<file path="src/rtl/multicycle_datapath_if.sv">
// Unified instruction/data memory port of the multicycle datapath.
// The datapath is the master: it drives the address and the store data and receives the read data.
interface multicycle_datapath_if;
    logic [31:0] adr;
    logic [31:0] writedata;
    logic [31:0] readdata;

    modport master (output adr, output writedata, input readdata);
    modport slave  (input adr, input writedata, output readdata);
endinterface

</file>
<file path="src/rtl/multicycle_datapath.sv">
// RISC-V multicycle datapath: holds PC/OldPC/IR/Data/A/WriteData/ALUOut and the register file.
// It executes the control words of an external controller and has no sequencing of its own.
module multicycle_datapath #(
    parameter logic [31:0] RESET_PC = 32'h0000_0000
) (
    input  logic                        clk,
    input  logic                        reset,
    input  logic [1:0]                  immsrc,
    input  logic [1:0]                  alusrca,
    input  logic [1:0]                  alusrcb,
    input  logic [1:0]                  resultsrc,
    input  logic                        adrsrc,
    input  logic [2:0]                  alucontrol,
    input  logic                        irwrite,
    input  logic                        pcwrite,
    input  logic                        regwrite,
    output logic [6:0]                  op,
    output logic [2:0]                  funct3,
    output logic                        funct7b5,
    output logic                        zero,
    multicycle_datapath_if.master       mem
);

    logic [31:0] pc_q, old_pc_q, ir_q, data_q, a_q, write_data_q, alu_out_q;
    logic [31:0] pc_d, old_pc_d, ir_d;
    logic [31:0] rf_q [32];

    logic [4:0]  rs1, rs2, rd;
    logic [31:0] rd1, rd2;
    logic [31:0] imm_ext;
    logic [31:0] src_a, src_b;
    logic [31:0] alu_result;
    logic [31:0] result;

    assign rs1 = ir_q[19:15];
    assign rs2 = ir_q[24:20];
    assign rd  = ir_q[11:7];

    assign op       = ir_q[6:0];
    assign funct3   = ir_q[14:12];
    assign funct7b5 = ir_q[30];

    // x0 is hard-wired to zero on both read ports.
    assign rd1 = (rs1 == 5'd0) ? 32'd0 : rf_q[rs1];
    assign rd2 = (rs2 == 5'd0) ? 32'd0 : rf_q[rs2];

    always_comb begin
        imm_ext = 32'd0;
        case (immsrc)
            2'b00:   imm_ext = {{20{ir_q[31]}}, ir_q[31:20]};
            2'b01:   imm_ext = {{20{ir_q[31]}}, ir_q[31:25], ir_q[11:7]};
            2'b10:   imm_ext = {{19{ir_q[31]}}, ir_q[31], ir_q[7], ir_q[30:25], ir_q[11:8], 1'b0};
            default: imm_ext = {{11{ir_q[31]}}, ir_q[31], ir_q[19:12], ir_q[20], ir_q[30:21], 1'b0};
        endcase
    end

    always_comb begin
        src_a = 32'd0;
        case (alusrca)
            2'b00:   src_a = pc_q;
            2'b01:   src_a = old_pc_q;
            2'b10:   src_a = a_q;
            default: src_a = 32'd0;
        endcase
    end

    always_comb begin
        src_b = 32'd0;
        case (alusrcb)
            2'b00:   src_b = write_data_q;
            2'b01:   src_b = imm_ext;
            2'b10:   src_b = 32'd4;
            default: src_b = 32'd0;
        endcase
    end

    always_comb begin
        alu_result = 32'd0;
        case (alucontrol)
            3'b000:  alu_result = src_a + src_b;
            3'b001:  alu_result = src_a - src_b;
            3'b010:  alu_result = src_a & src_b;
            3'b011:  alu_result = src_a | src_b;
            3'b101:  alu_result = ($signed(src_a) < $signed(src_b)) ? 32'd1 : 32'd0;
            default: alu_result = 32'd0;
        endcase
    end

    assign zero = (alu_result == 32'd0);

    always_comb begin
        result = 32'd0;
        case (resultsrc)
            2'b00:   result = alu_out_q;
            2'b01:   result = data_q;
            2'b10:   result = alu_result;
            default: result = 32'd0;
        endcase
    end

    assign mem.adr       = adrsrc ? result : pc_q;
    assign mem.writedata = write_data_q;

    // OldPC takes the pre-update PC so fetch can bump PC on the same edge.
    always_comb begin
        pc_d     = pcwrite ? result : pc_q;
        ir_d     = irwrite ? mem.readdata : ir_q;
        old_pc_d = irwrite ? pc_q : old_pc_q;
    end

    always_ff @(posedge clk) begin
        if (reset) begin
            pc_q         <= RESET_PC;
            old_pc_q     <= 32'd0;
            ir_q         <= 32'd0;
            data_q       <= 32'd0;
            a_q          <= 32'd0;
            write_data_q <= 32'd0;
            alu_out_q    <= 32'd0;
        end else begin
            pc_q         <= pc_d;
            old_pc_q     <= old_pc_d;
            ir_q         <= ir_d;
            data_q       <= mem.readdata;
            a_q          <= rd1;
            write_data_q <= rd2;
            alu_out_q    <= alu_result;
        end
    end

    // Register file contents survive reset; only the write on a reset edge is dropped.
    always_ff @(posedge clk) begin
        if (!reset && regwrite && (rd != 5'd0)) begin
            rf_q[rd] <= result;
        end
    end

endmodule

</file>
<file path="src/flat_wrapper.sv">
// flat-port wrapper written by rule: the top's interface ports become plain ports
module multicycle_datapath_flat 
#(
    parameter logic [31:0] RESET_PC = 32'h0000_0000
)
  (clk, reset, immsrc, alusrca, alusrcb, resultsrc, adrsrc, alucontrol, irwrite, pcwrite, regwrite, op, funct3, funct7b5, zero, mem_adr, mem_writedata, mem_readdata);
  multicycle_datapath_if mem_i ();
  input  logic clk;
  input  logic reset;
  input  logic [1:0] immsrc;
  input  logic [1:0] alusrca;
  input  logic [1:0] alusrcb;
  input  logic [1:0] resultsrc;
  input  logic adrsrc;
  input  logic [2:0] alucontrol;
  input  logic irwrite;
  input  logic pcwrite;
  input  logic regwrite;
  output logic [6:0] op;
  output logic [2:0] funct3;
  output logic funct7b5;
  output logic zero;
  output wire logic [$bits(mem_i.adr)-1:0] mem_adr;
  output wire logic [$bits(mem_i.writedata)-1:0] mem_writedata;
  input wire logic [$bits(mem_i.readdata)-1:0] mem_readdata;
  assign mem_adr = mem_i.adr;
  assign mem_writedata = mem_i.writedata;
  assign mem_i.readdata = mem_readdata;
  multicycle_datapath #(.RESET_PC(RESET_PC)) u_core (.clk(clk), .reset(reset), .immsrc(immsrc), .alusrca(alusrca), .alusrcb(alusrcb), .resultsrc(resultsrc), .adrsrc(adrsrc), .alucontrol(alucontrol), .irwrite(irwrite), .pcwrite(pcwrite), .regwrite(regwrite), .op(op), .funct3(funct3), .funct7b5(funct7b5), .zero(zero), .mem(mem_i));
endmodule
</file>
<file path="config.mk">
export PLATFORM = sky130hd
export DESIGN_NAME = multicycle_datapath_flat
export DESIGN_NICKNAME = d
export VERILOG_FILES = /design/src/rtl/multicycle_datapath_if.sv /design/src/rtl/multicycle_datapath.sv /design/src/flat_wrapper.sv
export SDC_FILE = /design/constraint.sdc
export NUM_CORES = 2
export LEC_CHECK = 0
export CORE_MARGIN = 4
export CORE_UTILIZATION = 58
export DETAILED_ROUTE_END_ITERATION = 8
export GPL_TIMING_DRIVEN = 1
export PLACE_DENSITY = 0.86
export SYNTH_ARGS = -nofsm -noshare
export SYNTH_HDL_FRONTEND = slang
export SYNTH_SLANG_ARGS = --single-unit
</file>
<file path="constraint.sdc">
create_clock -name clk -period 8.84 [get_ports clk]
set_clock_uncertainty 0.05 [all_clocks]
set_input_delay 1.326 -clock clk [delete_from_list [all_inputs] [get_ports clk]]
set_output_delay 1.326 -clock clk [all_outputs]
set_load 0.01 [all_outputs]
</file>
Word level (Yosys, flattened, before mapping)

Memory sizes are Yosys's and may differ from the RTL's. A register that Yosys moved wholly into a read port is not among the register bits.
Index checks and enable logic that the tools add are counted.
Widths: inputs -> output; s select.

$add $sub $neg: 2
$lt $le $gt $ge: 1
Equal/unequal tests: 12
Multiplexer cells: 9
Bitwise logic cells: 2
Reduce and logical (&&, ||, !) cells: 14

Operators with widths:

| kind               | count |
|---|---|
| $pmux 32 s3        | 3 |
| $pmux 32 s5        | 1 |
| $pmux 20 s3        | 1 |
| $add 32x32->32     | 1 |
| $and 32x32->32     | 1 |
| $logic_not 32->1   | 1 |
| $lt 32x32->1       | 1 |
| $mux 32            | 1 |
| $or 32x32->32      | 1 |
| $sub 32x32->32     | 1 |
| $logic_not 5->1    | 2 |
| $eq 2x1->1 const B | 4 |
| $eq 2x2->1 const B | 4 |
| $logic_not 2->1    | 4 |
| $eq 3x2->1 const B | 2 |
| $reduce_bool 5->1  | 1 |
| $reduce_or 2->1    | 2 |
| $eq 3x1->1 const B | 1 |
| $eq 3x3->1 const B | 1 |
| $logic_not 3->1    | 1 |
| $mux 1             | 3 |
| $logic_and 1x1->1  | 2 |
| $logic_not 1->1    | 1 |

Flip-flop bits (word level): 160
RAM bits: 1024
Bits of input ports: 49
Output and inout port bits: 76
Logic and storage cells: 46
Memories kept: 1

Memories:

| name        | words | bits a word | rd ports | clocked after memory_dff | write ports | RTL line                  | text |
|---|---|---|---|---|---|---|---|
| u_core.rf_q | 32    | 32          | 2        | 2                        | 1           | multicycle_datapath.sv:26 | `logic [31:0] rf_q [32];` |

Depth between registers and ports, before layout

Word-level depth: 8
Gate-level depth with buffers: 22
Depth with buffers taken out: 18

Worst setup path after synthesis

OpenSTA, ideal clock, no wires.

Kind: input port to output port
From: in alusrcb[0]
To: out zero
Data arrival time: 5204 ps
Data required time: 7464 ps
Path slack: 2260 ps
Stages: 20
Path buffers: 3
Path through: clkbuf_1 inv_1 clkbuf_1 buf_1 a21oi_1 nor2_1 ha_1 inv_1 fa_1 o21bai_1 a211o_1 a2111oi_2 or3_1 a31o_1 nor4_2 nand4_1 and4bb_1 nand4b_1 nor4b_2 and3_1

Cells in the longest elaborated chain, start to end: 6
Elaborated cells between the ends (all ways): 12
Classes of those cells: 2 x add/sub; 1 x order compare; 2 x eq/ne; 3 x mux; 2 x bitwise; 2 x reduce/logical

Ends and longest elaborated chain:

| element                                  | RTL line                  | text |
|---|---|---|
| start, declared                          | flat_wrapper.sv:12        | `input logic [1:0] alusrcb;` |
| $eq 2x2->1, or another cell as far along | multicycle_datapath.sv:69 | `case (alusrcb)` |
| $pmux 32 s3 *                            | multicycle_datapath.sv:69 |  |
| $lt 32x32->1                             | multicycle_datapath.sv:84 | `3'b101: alu_result = ($signed(src_a) < $signed(src_b)) ? 32'd1 : 32'd0;` |
| $mux 1                                   | multicycle_datapath.sv:84 |  |
| $pmux 32 s5 *                            | multicycle_datapath.sv:79 | `case (alucontrol)` |
| $logic_not 32->1 *                       | multicycle_datapath.sv:89 | `assign zero = (alu_result == 32'd0);` |
| end, declared                            | flat_wrapper.sv:22        | `output logic zero;` |

Mark *: on every way between the ends. The rest lies on a longest branch, timed or not.

Worst setup path after layout

From: in immsrc[1]
To: out mem_adr[26]

Cells in the longest elaborated chain, start to end: 7
Elaborated cells between the ends (all ways): 10
Classes of those cells: 2 x add/sub; 2 x eq/ne; 5 x mux; 1 x reduce/logical

Ends and longest elaborated chain:

| element                                          | RTL line                                             | text |
|---|---|---|
| start, declared                                  | flat_wrapper.sv:10                                   | `input logic [1:0] immsrc;` |
| $eq 2x2->1, or another cell as far along         | multicycle_datapath.sv:49                            | `case (immsrc)` |
| $pmux 20 s3 *                                    | multicycle_datapath.sv:49                            |  |
| $pmux 32 s3 *                                    | multicycle_datapath.sv:69                            |  |
| $sub 32x32->32 or $add 32x32->32 (tied branches) | multicycle_datapath.sv:81, multicycle_datapath.sv:80 |  |
| $pmux 32 s5 *                                    | multicycle_datapath.sv:79                            |  |
| $pmux 32 s3 *                                    | multicycle_datapath.sv:93                            | `case (resultsrc)` |
| $mux 32 *                                        | multicycle_datapath.sv:101                           | `assign mem.adr = adrsrc ? result : pc_q;` |
| end, declared                                    | flat_wrapper.sv:23                                   | `output wire logic [$bits(mem_i.adr)-1:0] mem_adr;` |

Marks and branches as above.

==> run_results.csv <==
group,metric,value,unit
outcome,outcome,"complete, no violations",
setup_path,path_class,"input port to primary output",
setup_path,cp-end-kind,"primary output",
grt,grt_pass1_vias,41940,
grt,antenna_found_initial,10,
route,drtIter0Drc,7551,
pwr,power,13.61,mW
setup_path,slowest_stage,"clkdlybuf4s50_1",
grt,busiest_layer,"met2",
setup_path,crit_family,"compound AO/OA/AOI/OAI gates",
place,gp_congestion,1.079,
timing,period_share,0.9767,
setup_path,path_depth,20,
route,vias,42130,
clocking,cts_root_buffer,"clkbuf_16",
floorplan,rows,118,
setup_path,reg2reg_slack,2870,ps
pwr,p_leak,22.65,nW
pwr,p_seq_frac,0.489,
finish,final_nets,4269,
floorplan,core,103900,µm²
timing,slew_violations,0,
finish,fin_area,68070,µm²
route,drt_first_pass_iters,6,
timing,period_minus_slack,8634,ps
timing,max_freq,115.8,MHz
timing,relSlewSlack,0.2111,
timing,worst_pin_slew,1183,ps
clocking,cts_num_sinks,1248,
route,wl_per_cell,36.80,µm
grt,use_met3,0.1114,
logic_synthesis,ys_types,88,
floorplan,io_pins,125,
setup_path,path_cells,"clkdlybuf4s50_1, xnor2_1, buf_4, mux2i_1, o21ai_0, o31ai_1, ha_1, o21bai_1, a211oi_1, buf_4, nor3_1, nor4b_2, o21ai_1, a31oi_1, o31ai_2, xnor2_1, a211oi_2, a21oi_1, a21oi_1, clkdlybuf4s50_1",
grt,use_met1,0.4678,
pwr,p_int,10.06,mW
logic_synthesis,synthTopCellsByCount,"edfxtp_1, mux4_2, nor2_1",
logic_synthesis,syn_area,61030,µm²
setup_path,r2r-start,"u_core.ir_q[20]",
timing,rsz0062_at_grt,"false",
grt,grt_max_degree,119,
pwr,power_switching,3.543,mW
worst_hold_path,holdCritStartpoint,"u_core.old_pc_q[29]",
clocking,htree_levels,3,
clocking,cts_buffer_depth,3,
finish,area.growth.synth_to_final,11.53,%
place,placed_cell_area,64160,µm²
floorplan,die-area,110500,µm²
place,dp_hpwl,124.8,mm
logic_synthesis,synth_most_common_cell,"edfxtp_1",
finish,final_core_util,0.6549,
worst_hold_path,whs_path_depth,2,
pwr,clockPowerShare,0.377,
logic_synthesis,synthCells,4040,
logic_synthesis,ys_ff_latch,1248,
logic_synthesis,synth-edff-count,1024,
clocking,insertion_delay,740,ps
setup_path,reg2reg_to,"u_core.rf_q[0][22]",
logic_synthesis,yosys.area.top_type,"edfxtp_1",
setup_path,cp_max_fo,8,
floorplan,initial_utilization,0.5872,
setup_path,startpoint,"immsrc[1]",
logic_synthesis,ys_async_sr_fraction,0,
setup_path,cpPeakStageDelay,630,ps
grt,grt.total_usage,0.3679,
finish,drive_above_1_share,0.2314,
clocking,clk_pin_slew,60,ps
route,ant_nets,0,
clocking,cts_tree,"done",
pwr,pwr_density_cell,199.9,nW/µm²
logic_synthesis,synth_top_area_share,0.5038,
route,drt_wl_total,206.5,mm
place,numPortBuffers,124,
logic_synthesis,yosys-top-cells-area,"edfxtp_1, mux4_2, dfxtp_1, mux2i_1, nor2_1",
clocking,ctsHoldBuffers,0,
setup_path,crit_arrival,7260,ps
route,viasPerCell,7.507,
worst_hold_path,whs_endpoint,"u_core.old_pc_q[29]",
floorplan,die-height,332.4,µm
grt,overflow,0,
setup_path,worst_r2r_path_depth,19,
grt,grtUsageMet2,0.5608,
timing,finalSetupViolations,0,
clocking,cts_buffers,118,
logic_synthesis,yosysWarnings,0,
clocking,post_cts_buffers,0,
floorplan,die_x,332.4,µm
timing,hold_viol,0,
setup_path,cp-start-kind,"input port",
logic_synthesis,avgSynthCellArea,15.11,µm²
timing,fin_tns_setup,0,ps
route,drc,0,
setup_path,cp.required,7460,ps
pwr,ir_worst_vdd,0.0001751,V
worst_hold_path,hold_path_class,"flop to flop",
logic_synthesis,seq_area_frac_synth,0.5773,
pwr,p_sw_frac,0.2604,
logic_synthesis,synth_top_flop_cell,"edfxtp_1",
pwr,p_comb_frac,0.134,
grt,grt_pass1_wl,294.4,mm
setup_path,cp.buffers_inverters,4,
run,maxCapViolations,0,
==> worst reg2reg max path, cell delays in order (launching register included) <==
cell	delay [ps]
dfxtp_4	820
mux2i_1	160
nor3_1	160
a21oi_1	70
nor2_1	200
ha_1	260
inv_1	80
fa_1	470
o21bai_1	290
a211oi_1	200
buf_4	180
nor3_1	400
nor4b_2	150
o21ai_1	320
a21oi_1	150
xnor2_1	150
o22ai_1	420
a21oi_1	190
buf_4	220
inv_1	680
==> worst max path at each step <==
stage / slack [ps] / to
6_report: 210 / mem_adr[26]
5_1_grt: 70 / zero
4_1_cts: 380 / zero
3_5_place_dp: 390 / zero
3_3_place_gp: 310 / zero
2_1_floorplan: 2260 / zero
==> metrics by stage <==
| stage | setup slack, ps | hold WS (ps) | cells |
|---|---|---|---|
| 2_1_floorplan | 2260 | 410.1 | 4071 |
| 3_3_place_gp | 308.6 | 422.2 | 5382 |
| 3_5_place_dp | 391.5 | 432.4 | 5382 |
| 4_1_cts | 375.0 | 447.9 | 5603 |
| 5_1_grt | 73.50 | 482.0 | 5603 |
| 6_report | 206.1 | 446.9 | 5612 |
==> routing by layer <==
metal	vias up	routed length, µm
li1	16260	-
met1	20860	67970
met2	4001	93280
met3	1004	29200
met4	8	16010
met5	-	56
==> power groups by stage <==
| stage | clock network (mW) | logic, mW | registers (mW) |
|---|---|---|---|
| finish | 5.14 | 1.82 | 6.65 |
| CTS | 5.14 | 1.77 | 6.64 |
| global placement | 0 | 1.72 | 6.76 |
| global route | 5.40 | 1.90 | 6.64 |
| floorplan | 0 | 1.16 | 6.67 |
| detailed placement | 0 | 1.75 | 6.76 |
==> state kept, by name, summed over array words and instances, names as in the netlist <==
register	flops
u_core.data_q	32
u_core.old_pc_q	32
u_core.pc_q	32
u_core.mem.writedata	32
u_core.a_q	32
u_core.alu_out_q	32
u_core.rf_q	1024
u_core.ir_q	32
==> logic make-up after synthesis <==
kind of cell,count (synthesis),share of synthesized area
buf+inv,458,0.02983
other cells,1,0.00006144
mux,834,0.2404
compound gates,684,0.07761
simple gates,698,0.05170
xor+xnor,19,0.002727
fa+ha+maj,98,0.02034
flops,1248,0.5773
==> cell type report <==
type,count,area [µm²]
sequential,1248,35270
inverter,136,510.5
clock buffer,153,3299
antenna,9,22.52
timing repair buffer,253,2267
fill,6719,35870
clock inverter,68,584.3
multi-input combinational,2365,24390
tap,1380,1727
==> layout by cell type, fill, tap and decap left out, types with 18 or more instances in the layout <==
master	instances
nor2_4	29
o21ai_0	42
dfxtp_1	214
mux2_2	67
clkinv_1	19
a221oi_1	48
nand2_1	79
clkdlybuf4s50_1	117
clkbuf_1	18
edfxtp_1	1024
nor2_1	373
a21oi_1	194
a211oi_1	75
inv_1	130
o211ai_1	19
mux4_2	499
conb_1	32
o221ai_1	27
buf_4	124
nor2b_1	44
or3_1	18
a21o_1	59
mux2i_1	268
nor3_1	39
nand3_1	21
o22ai_1	61
a211o_1	19
ha_1	96
clkinv_2	27
clkbuf_16	122
==> what timing repair did <==
item                                    in CTS  in global routing
hold endpoints to repair                     0                  0
endpoints found under the setup margin       0                  1
resized for setup                            0                  1
No activity file was read; power rests on OpenSTA's default activity.
